[config.mk]
export PLATFORM = sky130hd
export DESIGN_NAME = chan_mux_rr
export DESIGN_NICKNAME = d
export VERILOG_FILES = /design/src/rtl/chan_mux_rr.sv
export SDC_FILE = /design/constraint.sdc
export NUM_CORES = 1
export LEC_CHECK = 0
export CAP_MARGIN = 15
export CORE_ASPECT_RATIO = 1.1
export CORE_UTILIZATION = 35
export DETAILED_ROUTE_END_ITERATION = 8
export PLACE_DENSITY = 0.66
export SETUP_SLACK_MARGIN = 0.4
export SLEW_MARGIN = 20
export SYNTH_ARGS = -nofsm -noshare
export SYNTH_HDL_FRONTEND = slang
export SYNTH_SLANG_ARGS = --single-unit
[constraint.sdc]
create_clock -name clk -period 6.3 [get_ports clk]
set_input_delay 1.575 -clock clk [delete_from_list [all_inputs] [get_ports clk]]
set_output_delay 1.575 -clock clk [all_outputs]
set_load 0.005 [all_outputs]
[src/rtl/chan_mux_rr.sv]
// N-channel valid/ready selector with fixed-select or round-robin grant and a one-entry output register.
// Optional build macro CHAN_MUX_ZERO_IDLE_EN zeroes out_data/out_ch whenever the output drains to idle.
module chan_mux_rr #(
    parameter int N_CH  = 6,
    parameter int WIDTH = 4,
    parameter int SEL_W = $clog2(N_CH)
) (
    input  logic                  clk,
    input  logic                  rst_n,
    input  logic                  mode,
    input  logic [SEL_W-1:0]      sel,
    input  logic [N_CH-1:0]       in_valid,
    input  logic [N_CH*WIDTH-1:0] in_data,
    output logic [N_CH-1:0]       in_ready,
    output logic                  out_valid,
    output logic [WIDTH-1:0]      out_data,
    output logic [SEL_W-1:0]      out_ch,
    input  logic                  out_ready
);

    logic [SEL_W-1:0] rr_ptr;
    logic [N_CH-1:0]  grant;
    logic [SEL_W-1:0] gnt_idx;
    logic             gnt_any;
    logic             load_en;
    logic             xfer;
    logic [WIDTH-1:0] gnt_data;
    int               rr_idx;

    assign load_en = !out_valid || out_ready;

    // NOTE: every signal written here gets a default first, so no path leaves it unassigned (no latch).
    always_comb begin
        grant   = '0;
        gnt_idx = '0;
        gnt_any = 1'b0;
        rr_idx  = 0;
        if (!mode) begin
            // An out-of-range select leaves every channel ineligible, so the output drains.
            if (int'(sel) < N_CH) begin
                grant[sel] = 1'b1;
                gnt_idx    = sel;
                gnt_any    = 1'b1;
            end
        end else begin
            for (int k = 1; k <= N_CH; k++) begin
                rr_idx = (int'(rr_ptr) + k) % N_CH;
                if (!gnt_any && in_valid[rr_idx]) begin
                    grant[rr_idx] = 1'b1;
                    gnt_idx       = SEL_W'(rr_idx);
                    gnt_any       = 1'b1;
                end
            end
        end
    end

    assign gnt_data = in_data[gnt_idx*WIDTH +: WIDTH];
    assign in_ready = (rst_n && load_en) ? grant : '0;
    assign xfer     = gnt_any && load_en && in_valid[gnt_idx];

    // NOTE: sequential state uses non-blocking assignments so every register samples pre-edge values.
    always_ff @(posedge clk or negedge rst_n) begin
        if (!rst_n) begin
            out_valid <= 1'b0;
            out_data  <= '0;
            out_ch    <= '0;
            rr_ptr    <= SEL_W'(N_CH - 1);
        end else if (xfer) begin
            out_valid <= 1'b1;
            out_data  <= gnt_data;
            out_ch    <= gnt_idx;
            if (mode) begin
                rr_ptr <= gnt_idx;
            end
        end else if (out_valid && out_ready) begin
            out_valid <= 1'b0;
`ifdef CHAN_MUX_ZERO_IDLE_EN
            out_data  <= '0;
            out_ch    <= '0;
`endif
        end
    end

endmodule

After elaboration in Yosys (flattened, before gate mapping)
Index checks and enable logic that the tools add are counted.
{"block": "op_classes", "addsub": 6, "n_div": 6, "magnitude_cmp": 16, "n_shift": 1, "muxes": 71, "bitwise": 5, "reduce_logical": 25}
{"cell": "$ge 32x1->1 const B", "count": 6}
{"cell": "$lt 32x5->1 const B", "count": 6}
{"cell": "$mod 32x4->32 const B", "count": 6}
{"cell": "$mux 6", "count": 14}
{"cell": "$mux 1", "count": 35}
{"cell": "$or 6x6->6", "count": 5}
{"cell": "$mux 3", "count": 8}
{"cell": "$shiftx 24x6->4", "count": 1}
{"cell": "$bmux 1 s3", "count": 7}
{"cell": "$demux 1 s3", "count": 7}
{"cell": "$logic_and 1x1->1", "count": 16}
{"cell": "$add 3x3->4 const B", "count": 3}
{"cell": "$add 3x2->4 const B", "count": 2}
{"cell": "$lt 3x4->1 const B", "count": 2}
{"cell": "$logic_not 1->1", "count": 6}
{"cell": "$add 3x1->4 const B", "count": 1}
{"cell": "$ge 3x1->1 const B", "count": 1}
{"cell": "$lt 3x3->1 const B", "count": 1}
{"cell": "$reduce_and 2->1", "count": 1}
{"cell": "$reduce_bool 2->1", "count": 1}
{"cell": "$logic_or 1x1->1", "count": 1}
{"block": "word_totals", "regBits": 11, "input_bits": 37, "output_inout_bits": 14, "word_cells": 134}

Logic depth before layout (Yosys ltp)
Gate-level depths: netlist of run 1.
{"block": "logic_depth", "depth_word": 31, "depth_mapped": 20, "depth_no_buf": 16}

Worst setup path after synthesis of run 1
Ideal clock, no wire load.
{"block": "synth_timing", "kind": "reg-to-output", "start": "register rr_ptr[0]", "end": "output in_ready[4]", "arrival_ns": 4.566, "required_time_ns": 4.725, "path_slack_ns": 0.159, "stages_incl_launch_ff": 20, "path_buffers": 3, "path_cell_list": "dfstp_2 > buf_4 > buf_4 > buf_1 > inv_1 > ha_1 > xor2_2 > inv_2 > ha_1 > nand2b_1 > or3_4 > a32o_1 > nand3_1 > and4_4 > nor4b_4 > a31oi_1 > o21a_1 > nor2_1 > a21oi_1 > a211oi_1"}
{"block": "synth_between", "elab_chain_cells": 28, "word_cells_on_any_way": 98, "classes_between": "add/sub (6); div (6); order compare (12); mux (53); bitwise (5); reduce/logical (16)"}
{"item": "start: declaration", "line": "21", "text": "logic [SEL_W-1:0] rr_ptr;"}
{"item": "start signal: assignment", "line": "67", "text": "rr_ptr <= SEL_W'(N_CH - 1);"}
{"item": "start signal: assignment", "line": "73", "text": "rr_ptr <= gnt_idx;"}
{"item": "branches (longest 25 deep; another with $mod 32x4->32)"}
{"item": "$mux 6 (*)", "line": "48", "text": "if (!gnt_any && in_valid[rr_idx]) begin"}
{"item": "$mux 6 (*)", "line": "38", "text": "if (!mode) begin"}
{"item": "$mux 6 (*)", "line": "58", "text": "assign in_ready = (rst_n && load_en) ? grant : '0;"}
{"item": "end: declaration", "line": "14", "text": "output logic [N_CH-1:0] in_ready,"}
Mark *: on every way between the ends. The select of a mux whose other input is x is not followed.

Worst setup path after layout of run 1
{"block": "layout_timing", "start": "register rr_ptr[2]", "end": "output in_ready[3]"}
The elaborated chain is that of the path after synthesis.

==> impl_summary.txt, run 1 <==
----------------------------------------------------
[Critical path]
  Worst Reg-to-Reg Cells ... 18
  Worst reg2reg path endpoint ... out_ch[1]
  Signal arrival time at the worst endpoint ... 4170 ps
  Worst-path maximum fanout ... 14
  Critical path class ... reg -> out
  Category of cells accounting for the largest share of critical-path delay ... simple AND/OR/NAND/NOR gates
  Crit path required time ... 4720 ps
  Delay of the slowest cell on the worst path ... 570 ps
  Launching point of the worst reg2reg path ... rr_ptr[2]
  CP cell instances ... buf_6 > ha_2 > a21oi_4 > inv_2 > ha_4 > nand2b_4 > or3_4 > a32o_2 > nand4bb_4 > and4_4 > nor4b_4 > buf_4 > and4b_1 > a221oi_2 > mux2i_1 > a22oi_1 > nor2_1 > clkdlybuf4s15_1
  Minimum setup slack among reg-to-reg paths ... 1460 ps
  Critical path launch point type ... flip-flop
  Slowest library cell on the worst path ... dfstp_2
  Crit. End Element ... output port
  Buffers plus inverters on the worst setup path ... 4

[Min path]
  Start point of the worst min-delay path ... out_data[1]
  Worst hold path endpoint ... out_data[1]
  Hold Path Class ... reg -> reg
  Worst hold path stage count ... 1

[Placed design]
  Port Buffer Count ... 50
  Placed wire-length estimate ... 7060 um
  Placed Instance Area ... 3570 um2
  Gp weighted congestion ... 0.935
  Cell total after placement ... 531

[Timing]
  Clock skew after layout ... 6.31 ps
  Upper clock frequency limit ... 174 MHz
  Max-slew violation count ... 0
  Setup repair after global routing missed its margin ... yes
  Slew at the pin with the worst max-slew slack ... 728 ps
  Final setup violation count ... 0
  Headroom to the max-slew limit ... 51.3%
  Final hold vios ... 0
  Clock period minus final worst setup slack ... 5740 ps
  Fin crit share ... 91.1%

[Logic synthesis]
  Most instantiated flip-flop cell in the synthesis netlist ... dfrtp_1
  Syn_nets ... 407
  Async set-reset flop share out of synthesis ... 100%
  Share of synthesized area occupied by flip-flops and latches ... 10.2%
  Unique cell type count in the Yosys netlist ... 78
  Flip-flop and latch count after synthesis ... 11
  Synthesized netlist cell count ... 351
  Count of flip-flops with a built-in enable after synthesis ... 0
  Yosys warnings ... 0
  Post-synth design cell area ... 2730 um2
  Average footprint of a synthesized cell ... 7.76 um2

[Final layout]
  Layout net count ... 504
  Final Non-Filler Cells ... 552
  FILL cells ... 727
  Commonest cells after routing, fill and taps aside ... buf_4 (51), clkdlybuf4s50_1 (38), nor2_1 (30), nand2_1 (30), a21oi_1 (26)
  Area of all placed cells without fillers ... 3960 um2
  Most common cell after layout, fill and taps aside ... buf_4
  Final standard cell utilization of the core ... 52.7%
  Area growth from synthesis to final layout ... 45.4%
  Fraction of final layout cells sized beyond drive strength 1 ... 30.2%
  Ant diodes ... 0

[Global routing]
  Via count of the first global-routing pass ... 3145
  Largest net degree at the start of global routing ... 23
  GRT Residual Overflow ... 0
  Number of antenna violations at the first check in global routing ... 0
  Wire length of the first global-routing pass ... 15000 um
  Total GRT Usage ... 22.9%

[CTS]
  Clock Tree Buf Depth ... 2
  CTS clk-pin slew, worst paths ... 60 ps
  Number of clock sinks ... 11
  Number of CTS-inserted buffers ... 3
  Clock tree root driver cell ... clkbuf_8
  Clock tree from TritonCTS ... yes
  Number of H-tree branching levels ... 1
  Insertion delay of the later-clocked pin in the worst-skew pair ... 250 ps
  Hold Buf Count CTS ... 0

[Floorplanning]
  Overall die height ... 94.5 um
  Number of I/O pins ... 51
  Starting utilization of the core area ... 36.3%
  Die X-Extent ... 86.1 um
  Standard-cell rows ... 33
  Core area ... 7510 um2
  Die Footprint ... 8140 um2

[Run status]
  Outcome ... finished clean

[Run]
  Maxcap violations ... 0

[Routing]
  Post-detailed-routing wire length ... 9240 um
  DR pass1 iterations ... 4
  DRC viols ... 0
  Drt initial violations ... 323
  Detailed-route vias per instance ... 5.89
  Vias after detailed routing ... 3252
  Routed wirelength normalized by instance count ... 16.7 um
  Number of nets with antenna violations after routing ... 0

----------------------------------------------------
==> metal layers <==
layer	vias up	global-route usage, %	wire length [um]
li1	1569	-	-
met1	1547	28.6	3960
met2	112	39.6	4480
met3	24	1.57	431
met4	0	11.9	369
met5	-	0	0
==> worst max path at each step <==
stage | startpoint | endpoint | slack (ps) | cells after the start
after floorplan | rr_ptr[0] | in_ready[4] | 460 | 19
after global placement | in_valid[4] | in_ready[4] | -70 | 12
after detailed placement | in_valid[4] | in_ready[4] | -100 | 12
after CTS | in_valid[5] | in_ready[2] | 250 | 16
after global routing | rr_ptr[0] | in_ready[2] | 360 | 20
final | rr_ptr[2] | in_ready[3] | 560 | 18
==> synth_stat cells, types with 3 or more instances <==
master	number	share of area [%]
mux2_2	3	1.2
nor2_1	32	4.4
nor2b_1	3	0.69
and2_1	10	2.3
a21oi_1	27	5.0
a22oi_1	7	1.9
a32o_1	6	2.2
o221ai_1	3	0.96
inv_1	14	1.9
a211oi_1	5	1.4
a311oi_1	3	0.96
nand4_1	6	1.4
o211ai_1	5	1.4
nand2_1	32	4.4
nor3_1	11	2.0
mux2i_1	26	9.6
buf_6	3	1.2
ha_1	19	8.7
o21ai_0	10	1.8
a311o_1	3	1.1
clkbuf_1	7	0.96
nand2b_1	5	1.1
a31oi_1	7	1.6
o31ai_1	4	1.1
dfrtp_1	9	8.3
a221oi_1	3	0.96
o21a_1	3	0.83
o22ai_1	6	1.4
nand3_1	12	2.2
==> through the flow <==
stage	hold slack [ps]	setup TNS (ps)	worst slack [ps]
finish	500	0	558
global route	515	0	363
CTS	503	0	249
detailed placement	491	-340	-96.3
global placement	477	-86.5	-66.2
floorplan	489	0	455
==> flip-flops by register name, summed over array words and instances (netlist names) <==
name       flops
out_data       4
out_ch         3
rr_ptr         3
out_valid      1
==> timing repair <==
item	CTS	global route
buffers inserted	7	10
gates resized for setup	32	39
hold endpoints to repair	0	0
endpoints found under the setup margin	6	6
pin swaps	11	19
==> area by class of cell <==
| cell class | count | area, um2 | area share [%] |
|---|---|---|---|
| inverters | 15 | 60.1 | 1.52 |
| clock inverters | 1 | 5.00 | 0.126 |
| well taps | 105 | 131 | 3.32 |
| repair buffers | 106 | 940 | 23.7 |
| multi-input cells | 311 | 2510 | 63.2 |
| clock buffers | 3 | 41.3 | 1.04 |
| flip-flops and latches | 11 | 279 | 7.04 |
==> kinds of logic (layout without fill, tap and decap cells) <==
logic type	count (synthesis)	count (layout)	synth area share, %
multiplexers	31	31	11.8
XOR/XNOR	2	2	1.19
buffers and inverters	29	125	5.14
flip-flops	11	11	10.2
AND/OR/NAND/NOR	136	136	27.9
adder cells (fa/ha/maj)	19	19	8.72
AO/OA/AOI/OAI	123	123	35.1
Power of run 1 is left out: the tool's default activity adds up to more than one toggle a clock period on the data nets, which glitch-free logic cannot reach.
==> inputs of run 2 (changes only) <==
- PLACE_DENSITY: 0.66 -> 0.71
==> run 2 against run 1 <==
Via count increased by 1.6%. Routed wire length increased by 2.2%. Sequential cell count unchanged. Clock-buffer cell count unchanged. Die area unchanged. Cell count decreased by 0.18%. Setup slack improved by 15 ps. First-iteration DRC count decreased by 8.4%. Highest routed layer unchanged.
==> impl_summary.txt, run 2 (synthesis gave the netlist of run 1 again) <==
----------------------------------------------------
[Run status]
  Outcome ... finished clean

[Critical path]
  Cell repeated most along the worst path ... buf_4
  Critical path launch point type ... flip-flop
  Slowest library cell on the worst path ... dfrtp_2
  CP cell instances ... buf_4 > ha_1 > xor2_2 > inv_2 > ha_4 > nand2b_1 > or4_4 > and3_4 > a31oi_4 > buf_6 > o31ai_4 > nor4b_4 > buf_4 > a31oi_1 > o21a_1 > nand2_1 > o211ai_1 > a21oi_1 > dlygate4sd2_1
  Crit path required time ... 4720 ps (about the same)
  Worst-path maximum fanout ... 6 (-8)
  Signal arrival time at the worst endpoint ... 4150 ps (-20 ps)
  Category of cells accounting for the largest share of critical-path delay ... simple AND/OR/NAND/NOR gates
  Critical path class ... reg -> out
  Buffers plus inverters on the worst setup path ... 5 (+1)
  Delay of the slowest cell on the worst path ... 450 ps (-120 ps)
  Crit. End Element ... output port

[Floorplanning]
  Overall die height ... 94.5 um (unchanged)
  Die X-Extent ... 86.1 um (unchanged)
  Standard-cell rows ... 33 (unchanged)
  Number of I/O pins ... 51 (unchanged)
  Die Footprint ... 8140 um2 (unchanged)
  Starting utilization of the core area ... 36.3% (unchanged)
  Core area ... 7510 um2 (unchanged)

[Timing]
  Headroom to the max-slew limit ... 49.1% (-2.2 points)
  Clock period minus final worst setup slack ... 5730 ps (-15.0 ps)
  Upper clock frequency limit ... 175 MHz (+0.26%)
  Clock skew after layout ... 4.96 ps (-1.36 ps)
  Final hold vios ... 0 (unchanged)
  Slew at the pin with the worst max-slew slack ... 761 ps (+33.1 ps)
  Final setup violation count ... 0 (unchanged)
  Final-layout worst hold slack ... 499 ps (-1.11 ps)
  Max-slew violation count ... 0 (unchanged)
  Setup repair after global routing missed its margin ... no
  Fin crit share ... 90.9% (-0.24 points)

[CTS]
  Clock Tree Buf Depth ... 2 (unchanged)
  Hold Buf Count CTS ... 0 (unchanged)
  Clock tree root driver cell ... clkbuf_8
  Insertion delay of the later-clocked pin in the worst-skew pair ... 250 ps (about the same)
  Number of CTS-inserted buffers ... 3 (unchanged)
  Clock tree from TritonCTS ... yes
  Number of H-tree branching levels ... 1 (unchanged)
  CTS clk-pin slew, worst paths ... 60 ps (about the same)
  Number of clock sinks ... 11 (unchanged)

[Global routing]
  GRT met1 Usage ... 26.5% (-2.0 points)
  GRT Residual Overflow ... 0 (unchanged)
  Via count of the first global-routing pass ... 3255 (+3.5%)
  Wire length of the first global-routing pass ... 15200 um (+1.7%)
  Most Crowded Layer GR ... met2
  Global routing met3 resource utilization ... 3.32% (+1.7 points)
  Largest net degree at the start of global routing ... 23 (unchanged)
  Number of antenna violations at the first check in global routing ... 0 (unchanged)
  Total GRT Usage ... 23.4% (+0.45 points)
  Met2 layer usage reported by global route ... 42.0% (+2.4 points)

[Final layout]
  Ant diodes ... 0 (unchanged)
  Register with the most flip-flops ... out_data
  Most common cell after layout, fill and taps aside ... buf_4
  Fraction of final layout cells sized beyond drive strength 1 ... 31.2% (+0.96 points)
  Largest regs ... out_data x4, out_ch x3, rr_ptr x3
  Layout net count ... 503 (-0.20%)
  Number of flip-flops under the largest register name ... 4 (unchanged)
  Area of all placed cells without fillers ... 4010 um2 (+1.2%)
  Area growth from synthesis to final layout ... 47.2%
  Commonest cells after routing, fill and taps aside ... buf_4 (49), clkdlybuf4s50_1 (38), nor2_1 (30), nand2_1 (30), a21oi_1 (25)
  Final standard cell utilization of the core ... 53.4% (+0.65 points)
  FILL cells ... 726 (-0.14%)

[Routing]
  Drt initial violations ... 296 (-8.4%)
  Post-detailed-routing wire length ... 9440 um (+2.2%)
  Number of nets with antenna violations after routing ... 0 (unchanged)
  Detailed-route vias per instance ... 5.99 (+1.8%)
  Routed wirelength normalized by instance count ... 17.1 um (+2.4%)
  Vias after detailed routing ... 3303 (+1.6%)
  DRC viols ... 0 (unchanged)
  DR pass1 iterations ... 6 (+2)

[Placed design]
  Gp weighted congestion ... 0.963 (+3.0%)
  Port Buffer Count ... 50 (unchanged)
  Placed wire-length estimate ... 7140 um (+1.2%)
  Placed Instance Area ... 3570 um2 (unchanged)

[Min path]
  Hold Path Class ... reg -> reg

[Run]
  Maxcap violations ... 0 (unchanged)

----------------------------------------------------
-- run 2: worst register-to-register path, stage by stage, from the launching register on --
cell and delay (ps):
dfrtp_2 450, buf_4 170, ha_1 220, xor2_2 190, inv_2 90, ha_4 300
and4b_1 220, a31oi_2 220, nand3_2 160, and2_1 230, buf_4 170, o31ai_4 240
nor4b_4 90, buf_4 140, buf_4 150, o311a_2 430, o31ai_1 330, a21oi_1 190
o31ai_4 450, mux2_4 340
-- run 2: through the flow --
stage / TNS (ps) / worst slack [ps] / std cells
final: 0 / 573 / 551
after global routing: 0 / 360 / 551
after CTS: 0 / 329 / 542
after detailed placement: -211 / -126 / 531
after global placement: -5.03 / -5.03 / 531
after floorplan: 0 / 455 / 351
-- run 2: timing repair --
action | 4_1_cts | 5_1_grt
gates resized for setup | 31 | 46
buffers inserted | 7 | 9
endpoints found under the setup margin | 6 | 6
pin swaps | 13 | 26
-- run 2: area by class of cell --
cell class | instances | area [um2] | share of cell area, %
well taps | 105 | 131 | 3.28
clock buffers | 3 | 41.3 | 1.03
repair buffers | 105 | 941 | 23.5
inverters | 15 | 56.3 | 1.40
flip-flops and latches | 11 | 279 | 6.96
clock inverters | 1 | 5.00 | 0.125
multi-input cells | 311 | 2560 | 63.8
-- run 2: path summary, 6_finish.rpt --
path	startpoint	slack (ps)	endpoint	depth (start not counted)
min reg2reg	out_data[0]	500	out_data[0]	1
max reg2reg	rr_ptr[1]	1410	out_ch[1]	19
max	rr_ptr[1]	570	in_ready[5]	19
max in group asynchronous	rst_n	4430	rr_ptr[0]	2
min	out_data[0]	500	out_data[0]	1
min in group asynchronous	rst_n	1630	out_ch[1]	2
-- run 2: routing by layer --
layer	vias to the layer above	part of all wire, %
li1	1571	-
met1	1565	41
met2	139	49
met3	28	5.5
met4	0	4.8
met5	-	0
Power of run 2 is left out for the same reason.
==> inputs of run 3 (changes only) <==
- PLACE_DENSITY: 0.71 -> 0.68
- clock period: 6.3 -> 6.4 ns (I/O delays scaled with it)
==> run 3 against run 2 <==
Register-to-register slack improved by 170 ps. Non-clock buffer count fell by 11. Sequential share of layout area grew 0.36 points. First-iteration DRC count fell by 22%. Setup slack better by 6.1 ps. Hold slack lost 11 ps. Global-route usage down 1.0 points. Clock skew hardly changed. Utilization shrank 2.6 points. Clock-buffer cell count did not move. Sequential cell count unchanged. Critical path type is now in -> out. Highest routed layer unchanged.
==> impl_summary.txt, run 3 (synthesis gave the netlist of run 1 again) <==
----------------------------------------------------
[Final layout]
  Ant diodes ... 0 (unchanged)
  Layout net count ... 492 (-2.2%)
  Fraction of final layout cells sized beyond drive strength 1 ... 25.5% (-5.6 points)
  Most common cell after layout, fill and taps aside ... buf_4
  Area growth from synthesis to final layout ... 40.0%
  Largest regs ... out_data x4, out_ch x3, rr_ptr x3
  Register with the most flip-flops ... out_data
  Commonest cells after routing, fill and taps aside ... buf_4 (43), clkdlybuf4s50_1 (38), nor2_1 (31), nand2_1 (31), a21oi_1 (27)
  Number of flip-flops under the largest register name ... 4 (unchanged)

[CTS]
  Clock tree root driver cell ... clkbuf_8
  Insertion delay of the later-clocked pin in the worst-skew pair ... 250 ps (about the same)
  Number of clock sinks ... 11 (unchanged)
  Hold Buf Count CTS ... 0 (unchanged)
  CTS clk-pin slew, worst paths ... 50 ps (about the same)
  Number of CTS-inserted buffers ... 3 (unchanged)
  Number of H-tree branching levels ... 1 (unchanged)
  Clock tree from TritonCTS ... yes
  Clock Tree Buf Depth ... 2 (unchanged)

[Critical path]
  Worst Reg-to-Reg Cells ... 18 (-1)
  Signal arrival time at the worst endpoint ... 4220 ps (+70 ps)
  Worst-path maximum fanout ... 4 (-2)
  Worst reg2reg path endpoint ... out_ch[1]
  Crit. End Element ... output port
  Critical path class ... in -> out
  Critical path launch point type ... input pin
  Minimum setup slack among reg-to-reg paths ... 1580 ps (+170 ps)
  Crit path required time ... 4800 ps (+80 ps)
  Launching point of the worst reg2reg path ... rr_ptr[0]

[Timing]
  Fin crit share ... 90.9%
  Clock skew after layout ... 4.71 ps (-0.249 ps)
  Clock period minus final worst setup slack ... 5820 ps
  Final hold vios ... 0 (unchanged)
  Slew at the pin with the worst max-slew slack ... 725 ps (-36.3 ps)
  Upper clock frequency limit ... 172 MHz
  Max-slew violation count ... 0 (unchanged)
  Headroom to the max-slew limit ... 51.5% (+2.4 points)
  Total Negative Setup Slacks ... 0 ps (unchanged)
  Final setup violation count ... 0 (unchanged)
  Setup repair after global routing missed its margin ... no

[Routing]
  Routed wirelength normalized by instance count ... 16.5 um (-3.9%)
  Vias after detailed routing ... 3179 (-3.8%)
  Post-detailed-routing wire length ... 8890 um (-5.9%)
  DR pass1 iterations ... 5 (-1)
  DRC viols ... 0 (unchanged)
  Number of nets with antenna violations after routing ... 0 (unchanged)
  Detailed-route vias per instance ... 5.89 (-1.8%)
  Drt initial violations ... 231 (-22%)

[Global routing]
  Total GRT Usage ... 22.4% (-1.0 points)
  Wire length of the first global-routing pass ... 14400 um (-5.3%)
  Number of antenna violations at the first check in global routing ... 0 (unchanged)
  Via count of the first global-routing pass ... 3004 (-7.7%)
  Largest net degree at the start of global routing ... 23 (unchanged)
  GRT Residual Overflow ... 0 (unchanged)

[Floorplanning]
  Overall die height ... 94.5 um (unchanged)
  Core area ... 7510 um2 (unchanged)
  Die X-Extent ... 86.1 um (unchanged)
  Number of I/O pins ... 51 (unchanged)
  Standard-cell rows ... 33 (unchanged)
  Starting utilization of the core area ... 36.3% (unchanged)
  Die Footprint ... 8140 um2 (unchanged)

[Min path]
  Worst hold path endpoint ... out_data[1]
  Hold Path Class ... reg -> reg
  Start point of the worst min-delay path ... out_data[1]
  Worst hold path stage count ... 1 (unchanged)

[Run status]
  Outcome ... finished clean

[Run]
  Maxcap violations ... 0 (unchanged)

[Placed design]
  Placed wire-length estimate ... 7020 um (-1.7%)
  Gp weighted congestion ... 0.917 (-4.8%)
  Port Buffer Count ... 50 (unchanged)

----------------------------------------------------
run 3: cell types whose count changed in the layout (fill, tap and decap cells not counted), moves of 3 or more:
cell and change:
ha_4 -3, inv_2 -3, inv_1 +3, buf_4 -6, ha_1 +4, buf_6 -4
run 3: how the worst max path moves through the flow:
stage,startpoint,to,slack (ps)
floorplan,rr_ptr[0],in_ready[4],440
global placement,in_valid[4],in_ready[4],30
detailed placement,in_valid[4],in_ready[4],-50
CTS,rr_ptr[1],in_ready[3],230
global route,rr_ptr[0],in_ready[1],400
finish,in_valid[5],in_ready[1],580
run 3: area by class of cell:
| class | count | area, um2 |
|---|---|---|
| clock inverters | 1 | 5.00 |
| fillers | 732 | 3700 |
| inverters | 15 | 56.3 |
| well taps | 105 | 131 |
| multi-input cells | 311 | 2460 |
| repair buffers | 94 | 838 |
| flip-flops and latches | 11 | 279 |
| clock buffers | 3 | 41.3 |
run 3: stage by stage:
step | std cells | utilization (%) | setup slack, ps | hold WS, ps | area [um2]
finish | 540 | 50.8 | 579 | 488 | 3820
global route | 540 | 50.8 | 403 | 496 | 3820
CTS | 536 | 48.9 | 233 | 492 | 3670
detailed placement | 528 | 47.2 | -48.9 | 484 | 3540
global placement | 528 | 47.2 | 25.5 | 477 | 3540
floorplan | 351 | - | 436 | 489 | 2730
run 3: what timing repair did:
item,4_1_cts,5_1_grt
setup endpoints to repair,6,6
setup buffers,4,4
pin swaps,9,10
resized for setup,20,31
run 3: critical path: stages:
cell and delay (ps):
dlygate4sd2_1 270, mux2_4 290, and4_1 210, o22ai_2 120, and3_4 210, and4_4 240
nor4b_4 250, nor3b_2 230, a221oi_2 50, buf_4 150, mux2i_2 160, a22oi_1 80
nor2_1 130, dlygate4sd2_1 230
run 3: per-layer routing:
metal / up-vias / GRT usage, % / share of wire [%] / wire length [um]
met1: 1496 / 27.7 / 43 / 3810
met3: 19 / 2.01 / 5.4 / 476
met2: 116 / 38.8 / 48 / 4300
li1: 1548 / - / - / -
met5: - / 0 / 0 / 0
met4: 0 / 10.8 / 3.5 / 310
Power of run 3 is left out for the same reason.
==> variant 1 (flow settings as in run 1) <==
Add a define of `CHAN_MUX_ZERO_IDLE_EN`.
--- a/src/rtl/chan_mux_rr.sv
+++ b/src/rtl/chan_mux_rr.sv
@@ -1,4 +1,6 @@
 // N-channel valid/ready selector with fixed-select or round-robin grant and a one-entry output register.
 // Optional build macro CHAN_MUX_ZERO_IDLE_EN zeroes out_data/out_ch whenever the output drains to idle.
+`define CHAN_MUX_ZERO_IDLE_EN
+
 module chan_mux_rr #(
     parameter int N_CH  = 6,
Check against the original RTL: not equivalent (a bounded check fails within 4 cycles, from zero or initial values and one cycle with rst_n low).
==> variant 1 against run 1 <==
Non-clock buffer count up 11; sequential cell count unchanged; routed wire length down 1.1%; critical path depth down 1; worst setup slack better by 0.020 ns; area after synthesis down 2.3%; design area down 0.85%; critical endpoint is now in_ready[4].
Power is not shown: default switching activity piles up to over one toggle a cycle in this logic, so the estimate is an artifact.
==> variant 1: results (changes against run 1) <==
[status]
outcome=completed

[global_route]
grt_first_pass_wirelength_um=13800  ; -7.8%
grt_max_degree=21  ; -8.7%
grt_pass1_vias=2988  ; -5.0%
antenna_found_initial=0  ; unchanged
grt.total_usage=0.214  ; -0.0156

[clocking]
clk_latency_ns=0.24
cts_root_buffer=clkbuf_8
htreeDepth=1  ; unchanged
cts_buffer_depth=2  ; unchanged
cts_made_buffers=3  ; unchanged
clk_transition_reported_paths_ns=0.05

[hold_path]
hold_class=reg -> reg

[setup_path]
crit_slowest_cell=dfstp_2
worstPathMaxFanout=7  ; -7
critical_path.max_stage_delay_ns=0.63  ; +0.06 ns
cp_top_family=simple AND/OR/NAND/NOR gates
reg2reg_slack_ns=1.40  ; -0.06 ns

[yosys]
async_reset_ff_frac=1.00  ; unchanged
synth_area_leaders=ha_1 (8.9%), dfrtp_1 (8.5%), a211oi_1 (5.1%)
ys_warn_count=0  ; unchanged
avgSynthCellArea_um2=7.52  ; -3.2%
synth_common_cells=nand2_1 (35), inv_1 (25), nor2_1 (24), ha_1 (19), o21ai_0 (19)
ys_types=78  ; unchanged
synthFlopType=dfrtp_1
syn_nets=410  ; +0.74%
seq_area_frac_synth=0.104  ; +0.00244

[layout]
drive_above_1_share=0.283  ; -0.0188
diodes=0  ; unchanged
top_regs=out_data: 4 flops, out_ch: 3 flops, rr_ptr: 3 flops
fin_nets=516  ; +2.4%
fill_cells=650  ; -11%
fin_cells=544  ; -1.4%

[timing]
clock-skew-final_ns=0.000892  ; -0.00542 ns
finalHoldViolations=0  ; unchanged
worst_pin_slew_ns=0.736  ; +0.00783 ns

[detailed_routing]
dr.pass1.iters=5  ; +1
num_vias=3217  ; -1.1%
routed_wl_um=9140  ; -1.1%
drt_iter0_drc=235  ; -27%

[placed_design]
port_buffers=50  ; unchanged
gp_congestion=0.930  ; -0.49%
dp_cells=508  ; -4.3%
hpwl_um=6850  ; -2.9%

-- variant 1: metrics by stage --
step / setup WS [ns] / hold slack [ns] / TNS, ns / cell area, um^2 / util
CTS: 0.245 / 0.533 / 0 / 3560 / 0.496
global placement: 0.0155 / 0.524 / 0 / 3450 / 0.481
detailed placement: -0.0319 / 0.525 / -0.0464 / 3450 / 0.481
finish: 0.579 / 0.526 / 0 / 3930 / 0.548
floorplan: 0.647 / 0.514 / 0 / 2660 / -
global route: 0.343 / 0.560 / 0 / 3930 / 0.548
-- variant 1: worst paths after layout --
check,start,end,cells past startpoint
min in group asynchronous,rst_n,out_data[1],1
setup / recovery,rr_ptr[2],in_ready[4],17
setup reg to reg,rr_ptr[0],out_data[3],14
hold / removal,out_ch[0],out_ch[0],2
hold reg to reg,out_ch[0],out_ch[0],2
max in group asynchronous,rst_n,rr_ptr[1],1
-- variant 1: timing repair --
item	CTS	global route
endpoints found under the setup margin	6	6
pin swaps	8	14
buffers inserted	5	27
hold buffers	0	0
gates resized for setup	16	50
-- variant 1: kinds of logic after synthesis --
logic type               synth area share
AO/OA/AOI/OAI                       0.406
AND/OR/NAND/NOR                     0.240
buffers and inverters              0.0710
adder cells (fa/ha/maj)            0.0893
multiplexers                       0.0738
flip-flops                          0.104
XOR/XNOR                           0.0155
-- variant 1: routing by layer --
layer  global-route usage  routed length [um]  up-vias
met2                0.363                4340       96
met5                    0                   0        -
met4               0.0805                 253        0
met3               0.0300                 432       18
li1                     -                   -     1586
met1                0.274                4110     1517
-- variant 1: area by class of cell --
type | instances | area (um^2) | area share
Sequential cell | 11 | 279 | 0.0710
Clock buffer | 4 | 45.0 | 0.0115
Inverter | 29 | 113 | 0.0287
Timing Repair Buffer | 117 | 993 | 0.253
Tap cell | 85 | 106 | 0.0271
Multi-Input combinational cell | 298 | 2390 | 0.609
==> variant 2 (flow settings as in run 1) <==
Made on the original files. Make the reset (`rst_n`) synchronous in one clocked block.
--- a/src/rtl/chan_mux_rr.sv
+++ b/src/rtl/chan_mux_rr.sv
@@ -60,5 +60,5 @@
 
     // NOTE: sequential state uses non-blocking assignments so every register samples pre-edge values.
-    always_ff @(posedge clk or negedge rst_n) begin
+    always_ff @(posedge clk) begin
         if (!rst_n) begin
             out_valid <= 1'b0;
Function: changed (a bounded check fails within 4 cycles, from zero or initial values and one cycle with rst_n low; the reset may be asserted at any time).
==> variant 2 against run 1 <==
Sequential cell count unchanged; area after synthesis is 8.9% lower; cell count shrank 10%; design area is 14% lower; first-iteration DRC count decreased by 44%; routed wire length shrank 11%; worst setup slack got worse by 0.012 ns.
Power is not shown: default switching activity piles up to over one toggle a cycle in this logic, so the estimate is an artifact.
==> variant 2: results (changes against run 1) <==
[placed_design]
gp_congestion=0.941  ; +0.66%
hpwl_um=6400  ; -9.2%
port_buffers=50  ; unchanged

[detailed_routing]
dr.pass1.iters=4  ; unchanged
wl_per_cell_um=16.7  ; -0.52%
drt_iter0_drc=181  ; -44%
num_vias=3003  ; -7.7%

[setup_path]
timing.critical_path.from=rr_ptr[0]
timing.rr.start=rr_ptr[1]
worstPathMaxFanout=12  ; -2
crit_arrival_ns=4.18  ; about the same
cp-endpoint=in_ready[2]
r2r_cells=16  ; -2
reg2reg_slack_ns=1.65  ; +0.19 ns
worstReg2RegEnd=out_data[3]

[clocking]
cts_made_buffers=3  ; unchanged
cts_buffer_depth=2  ; unchanged
htreeDepth=1  ; unchanged
hold_buffers=0  ; unchanged
clk_latency_ns=0.24
clk_transition_reported_paths_ns=0.05
cts_root_buffer=clkbuf_8

[layout]
top_regs=out_data: 4 flops, out_ch: 3 flops, rr_ptr: 3 flops
diodes=0  ; unchanged
fin_nets=471  ; -6.5%
drive_above_1_share=0.191  ; -0.111

[yosys]
async_reset_ff_frac=0  ; -1.00
syn_nets=409  ; +0.49%
ys_types=72  ; -7.7%
seq_area_frac_synth=0.0887  ; -0.0133
synth_common_cells=nand2_1 (55), nor2_1 (31), a21oi_1 (19), ha_1 (19), nor3_1 (15)
synthFlopType=dfxtp_1
synth_area_leaders=ha_1 (9.6%), dfxtp_1 (8.9%), nand2_1 (8.3%)
ys_warn_count=0  ; unchanged

[global_route]
grt_max_degree=18  ; -22%
grt_first_pass_wirelength_um=13100  ; -13%
grt_pass1_vias=2803  ; -11%
grt.total_usage=0.219  ; -0.0102
antenna_found_initial=0  ; unchanged

[hold_path]
hold_class=reg -> reg

[status]
outcome=completed

[timing]
clock-skew-final_ns=0.00205  ; -0.00427 ns
slew_headroom=0.524  ; +0.0112

## variant 2: changes by cell type after synthesis, sizes merged, moves of 6 or more
cell / change
mux2i: -14
nand2: +23
a21oi: -9
buf: +6
o22ai: -6
dfrtp: -9
dfxtp: +11
## variant 2: kinds of logic (layout without fill, tap and decap cells)
kind of cell / after synthesis / in the layout / share of synthesized area
AND/OR/NAND/NOR: 156 / 156 / 0.302
AO/OA/AOI/OAI: 113 / 113 / 0.352
buffers and inverters: 35 / 96 / 0.0695
adder cells (fa/ha/maj): 19 / 19 / 0.0957
multiplexers: 17 / 17 / 0.0771
flip-flops: 11 / 11 / 0.0887
XOR/XNOR: 2 / 2 / 0.0146
## variant 2: per-stage QoR
stage	setup slack [ns]	utilization	area, um^2	instances	hold slack (ns)
floorplan	0.868	-	2480	353	0.465
global placement	0.192	0.464	3120	484	0.460
detailed placement	0.118	0.464	3120	484	0.470
CTS	0.243	0.481	3230	490	0.474
global route	0.367	0.506	3400	496	0.514
finish	0.546	0.506	3400	496	0.472
## variant 2: metal layers
layer  vias to the layer above  global-route usage  part of all wire
met1                      1392               0.277              0.43
met3                        30              0.0232             0.047
met5                         -                   0                 0
li1                       1455                   -                 -
met4                         0              0.0906             0.043
met2                       126               0.368              0.48
## variant 2: timing repair
action	CTS	global route
resized for setup	20	32
pin swaps	7	14
setup buffers	2	6
endpoints found under the hold margin	0	0
setup endpoints to repair	6	6
## variant 2: worst min-delay path by stage
stage	from	depth (start not counted)	end	slack (ns)
after floorplan	out_ch[2]	2	out_ch[2]	0.46
after global placement	out_ch[2]	2	out_ch[2]	0.46
after detailed placement	out_ch[2]	2	out_ch[2]	0.47
after CTS	out_ch[2]	2	out_ch[2]	0.47
after global routing	out_ch[2]	2	out_ch[2]	0.51
final	out_ch[2]	2	out_ch[2]	0.47
## variant 2: critical path: stages (launching register included)
cell and delay [ns]:
dfxtp_2 0.35, buf_6 0.15, ha_4 0.18, xor2_4 0.19, inv_2 0.08, ha_1 0.34, nand2b_1 0.18, or4_4 0.44
a21o_1 0.21, and3_1 0.22, o31a_1 0.37, nand3_2 0.13, a211oi_4 0.05, buf_4 0.16, a221oi_2 0.30, mux2i_1 0.12
a22oi_1 0.15, nor2_1 0.06, dlygate4sd2_1 0.27
## variant 2: final cells by class
cell class / instances / area [um^2]
Fill cell: 681 / 3310
Multi-Input combinational cell: 307 / 2260
Timing Repair Buffer: 78 / 713
Sequential cell: 11 / 226
Tap cell: 82 / 103
Inverter: 14 / 52.6
Clock buffer: 3 / 41.3
Clock inverter: 1 / 5.00
